==> src/rtl/fetch_controller.sv <==
// Instruction-fetch sequencer: streams a program image into the I-cache while
// holding the core in reset, then drives per-cycle PC/fetch/flush controls.
module fetch_controller #(
  parameter int PROG_WORDS   = 256,
  parameter int FLUSH_CYCLES = 2
) (
  input  logic        clk_i,
  input  logic        rst_i,
  input  logic        load_valid_i,
  input  logic [31:0] load_data_i,
  input  logic        load_last_i,
  output logic        load_ready_o,
  output logic        wr_instr_en_o,
  output logic [31:0] wr_instr_o,
  output logic [63:0] wr_addr_o,
  output logic        cpu_rst_o,
  input  logic        stall_i,
  input  logic        branch_taken_i,
  output logic        pc_en_o,
  output logic        if_en_o,
  output logic        pc_src_o,
  output logic        flush_o,
  output logic [15:0] load_count_o,
  output logic        load_err_o
);

  typedef enum logic [1:0] {LOAD, DRAIN, RUN, REDIRECT} state_t;

  localparam int          FW        = $clog2(FLUSH_CYCLES + 1);
  localparam logic [15:0] LAST_IDX  = 16'(PROG_WORDS - 1);
  localparam logic [FW-1:0] FLUSH_LD = FW'(FLUSH_CYCLES);
  localparam logic [FW-1:0] ONE      = FW'(1);

  state_t        state;
  state_t        cur;
  logic [FW-1:0] fcnt;
  logic          hs;

  // Reset forces the control outputs to their LOAD values immediately.
  always_comb begin
    cur = rst_i ? LOAD : state;
  end

  always_comb begin
    load_ready_o = 1'b0;
    cpu_rst_o    = 1'b0;
    pc_en_o      = 1'b0;
    if_en_o      = 1'b0;
    pc_src_o     = 1'b0;
    flush_o      = 1'b0;
    case (cur)
      LOAD: begin
        load_ready_o = 1'b1;
        cpu_rst_o    = 1'b1;
      end
      DRAIN: cpu_rst_o = 1'b1;
      RUN: begin
        if (branch_taken_i) begin
          pc_en_o  = 1'b1;
          pc_src_o = 1'b1;
        end else if (!stall_i) begin
          pc_en_o = 1'b1;
          if_en_o = 1'b1;
        end
      end
      REDIRECT: begin
        flush_o = 1'b1;
        if (branch_taken_i) begin
          pc_en_o  = 1'b1;
          pc_src_o = 1'b1;
        end else begin
          pc_en_o = ~stall_i;
        end
      end
      default: ;
    endcase
  end

  always_comb begin
    hs = load_valid_i & load_ready_o;
  end

  always_ff @(posedge clk_i) begin
    if (rst_i) begin
      state         <= LOAD;
      load_count_o  <= '0;
      load_err_o    <= 1'b0;
      wr_instr_en_o <= 1'b0;
      wr_instr_o    <= '0;
      wr_addr_o     <= '0;
      fcnt          <= '0;
    end else begin
      wr_instr_en_o <= hs;
      case (state)
        LOAD: begin
          if (hs) begin
            wr_instr_o   <= load_data_i;
            wr_addr_o    <= {46'b0, load_count_o, 2'b00};
            load_count_o <= load_count_o + 16'd1;
            if (load_last_i) begin
              state <= DRAIN;
            end else if (load_count_o == LAST_IDX) begin
              // Overrun: the word filling the last slot closes the image.
              load_err_o <= 1'b1;
              state      <= DRAIN;
            end
          end
        end
        DRAIN: state <= RUN;
        RUN: begin
          if (branch_taken_i) begin
            fcnt  <= FLUSH_LD;
            state <= REDIRECT;
          end
        end
        REDIRECT: begin
          if (branch_taken_i) begin
            fcnt <= FLUSH_LD;
          end else begin
            fcnt <= fcnt - ONE;
            if (fcnt == ONE) state <= RUN;
          end
        end
        default: state <= LOAD;
      endcase
    end
  end

endmodule

==> config.mk <==
export PLATFORM = sky130hd
export DESIGN_NAME = fetch_controller
export DESIGN_NICKNAME = d
export VERILOG_FILES = /design/src/rtl/fetch_controller.sv
export SDC_FILE = /design/constraint.sdc
export NUM_CORES = 1
export LEC_CHECK = 0
export CAP_MARGIN = 25
export CORE_UTILIZATION = 42
export DETAILED_ROUTE_END_ITERATION = 10
export PLACE_DENSITY = 0.84
export REMOVE_ABC_BUFFERS = 1
export SETUP_SLACK_MARGIN = 0.15
export SLEW_MARGIN = 20
export SYNTH_ARGS = -nofsm -noshare
export SYNTH_HDL_FRONTEND = slang
export SYNTH_SLANG_ARGS = --single-unit
==> constraint.sdc <==
create_clock -name clk_i -period 3.2 [get_ports clk_i]
set_input_delay 0.64 -clock clk_i [delete_from_list [all_inputs] [get_ports clk_i]]
set_output_delay 0.64 -clock clk_i [all_outputs]
set_load 0.01 [all_outputs]
==> flow_summary.ini <==
[setup_path]
max_stage_delay_ps = 540
worstPathArrival_ps = 1930
cp_common_cell = clkdlybuf4s50_1
r2r_start = state[1]
cp_slowest_cell = clkdlybuf4s50_1
cp.required_ps = 2560
rrSetupSlack_ps = 1040
start_kind = input port
end_kind = output pin
worstPathCellList = clkdlybuf4s50_1 > nor3_1 > and3_1 > clkdlybuf4s50_1
cp_max_fo = 2
worst-setup-path-type = input port to output pin
worstRegToRegCells = 5
rr_endpoint = load_count_o[9]

[cts]
cts_max_path_buffers = 2
numCtsBuffers = 9
cts_root_buf = clkbuf_8
path_clk_slew_ps = 70
cts_resized = 0
htree_levels = 3
cts.sinks = 70
hold_buffers = 0
cts_tree = done
clk_latency_ps = 340
post-cts-setup-buffer-count = 0

[timing]
hold_viol = 0
relSlewSlack_pct = 64.8
setup_violations = 0
timing_worst_slew_pin_value_ps = 528
fin_skew_ps = 8.91
period_needed_ps = 2570
finalMaxSlewViolations = 0
rsz0062_at_grt = no
whs_ps = 455
fmax_mhz = 389
final.setup.worst_slack_ps = 632
tns_ps = 0
finalCritPeriodShare_pct = 80.2

[die]
die_area_um2 = 7570
core_area_um2 = 6910
die_x_um = 87.0
initial_core_util_pct = 44.0
die_h_um = 87.0
io_pins = 158
std_cell_rows = 30

[synthesis]
synth_area_um2 = 3040
yosysSeqAreaShare_pct = 46.1
synth_flop_cell = dfxtp_1
ys_ff_latch = 70
synthArstFlopShare_pct = 0
yosys_warnings = 0
synth_edf_count = 0
netlist-cell-type-count = 40
syn_inst = 383
avgSynthCellArea_um2 = 7.93

[power]
ir_drop_mv = 0.393
pwr-share-seq_pct = 51.5
pwr-share-clk_pct = 32.0
power_density_nw_per_um2 = 435
power.total_mw = 1.81
netSwitchingFraction_pct = 27.2
p_int_mw = 1.32
p_sw_mw = 0.494
p_comb_share_pct = 16.4
p_leak_nw = 1.55

[drt]
ant_nets = 0
avgRoutedWirePerCell_um = 12.2
drc = 0
routed_wl_mm = 7.10
drt_iter0_markers = 75
vias = 2721
viasPerCell = 4.67
dr.pass1.iters = 4

[global_routing]
grt_overflow = 0
track_usage_pct = 18.7
antenna_found_initial = 0
grt_max_degree = 53
grt_pass1_wl_mm = 11.1
grt_pass1_vias = 2504

[final_layout]
final_cells = 583
n_antenna_cell = 0
nNetsFinal = 523
fin_util_pct = 60.3
multiInputGateArea_um2 = 1330
num-fill-cells = 634
fin_area_um2 = 4170
seqCellArea_um2 = 1400
area_delta_synth_final_pct = 37.2
layout-drive-gt1-share_pct = 4.72

[hold_path]
worstHoldPathType = register to register
hold_end = wr_instr_o[2]
hold_depth = 2
hp-start = wr_instr_o[2]

[placement]
placedCellCount = 568
pre_cts_ws_ps = 343
placed_area_um2 = 4010
hpwl_mm = 4.89
gp_congestion = 0.728
io_buffer_count = 109

[run_status]
status = finished, final reports clean

[flow_run]
maxCapViolations = 0
## flip-flops by register name, summed over array words and instances (netlist names)
signal,cells
wr_instr_o,32
load_count_o,16
wr_addr_o,16
fcnt,2
state,2
load_err_o,1
wr_instr_en_o,1
## area by class of cell
class / count / share of cell area [%]
Tap cell: 96 / 2.88
Inverter: 7 / 0.631
Timing Repair Buffer: 113 / 27.1
Multi-Input combinational cell: 282 / 32.0
Clock inverter: 5 / 0.661
Clock buffer: 10 / 3.06
Sequential cell: 70 / 33.6
## routing by layer
layer  wire (um)  vias up  GRT usage [%]
met5           0        -              0
met4          68        0           5.91
met3         515        7           6.73
met2        3510      111           33.1
met1        3010     1254           20.9
li1            -     1349              -
## cells by family after synthesis
| family | count (synthesis) | share of synthesized area (%) |
|---|---|---|
| AO/OA/AOI/OAI | 65 | 11.6 |
| XOR/XNOR | 10 | 2.88 |
| adder cells (fa/ha/maj) | 2 | 0.824 |
| buffers and inverters | 78 | 15.9 |
| flip-flops | 70 | 46.1 |
| multiplexers | 1 | 0.330 |
| other | 1 | 0.123 |
| AND/OR/NAND/NOR | 156 | 22.2 |
## worst max path at each step
| stage | startpoint | endpoint | cells after the start |
|---|---|---|---|
| finish | stall_i | if_en_o | 4 |
| global route | load_valid_i | load_count_o[9] | 6 |
| CTS | stall_i | if_en_o | 4 |
| detailed placement | load_valid_i | load_count_o[9] | 6 |
| global placement | load_valid_i | load_count_o[8] | 6 |
| floorplan | load_valid_i | load_count_o[14] | 4 |
## worst max-delay path: cells and delay by family
| kind | cells | cell delay (ps) |
|---|---|---|
| buffers and inverters | 2 | 970 |
| and+or+nand+nor | 2 | 320 |
## cells in the mapped netlist, types with 2 or more instances
| cell type | number | area (um^2) |
|---|---|---|
| buf_4 | 48 | 360 |
| dfxtp_1 | 70 | 1400 |
| nor4_1 | 3 | 18.8 |
| ha_1 | 2 | 25.0 |
| a21oi_1 | 54 | 270 |
| nand3_1 | 4 | 20.0 |
| o21ai_0 | 3 | 15.0 |
| inv_1 | 7 | 26.3 |
| xnor2_1 | 8 | 70.1 |
| clkbuf_1 | 19 | 71.3 |
| xor2_1 | 2 | 17.5 |
| or3_1 | 2 | 12.5 |
| or4_1 | 2 | 15.0 |
| and3_1 | 2 | 12.5 |
| buf_2 | 2 | 10.0 |
| nor2_1 | 23 | 86.3 |
| nand4_1 | 4 | 25.0 |
| nand2_1 | 102 | 383 |
| nor3_1 | 5 | 25.0 |
## power by group through the flow
| stage | combinational [mW] | sequential (mW) | clock, mW |
|---|---|---|---|
| after floorplan | 0.112 | 0.968 | 0 |
| after global placement | 0.291 | 0.953 | 0 |
| after detailed placement | 0.298 | 0.955 | 0 |
| after CTS | 0.299 | 0.935 | 0.602 |
| after global routing | 0.328 | 0.938 | 0.640 |
| final | 0.298 | 0.935 | 0.581 |
## placed cells by master, fill, tap and decap left out, drive strengths merged, types with 2 or more instances in the layout
cell type	n
nand4	4
clkinv	4
dfxtp	70
clkbuf	10
clkdlybuf4s50	108
ha	2
xnor2	8
nor4	3
o21ai	3
or4	2
nand2	102
inv	7
or3	2
nand3	4
nor2	23
nor3	5
xor2	2
buf	5
and3	2
a21oi	54
conb	48
No activity file was read; power rests on OpenSTA's default activity.
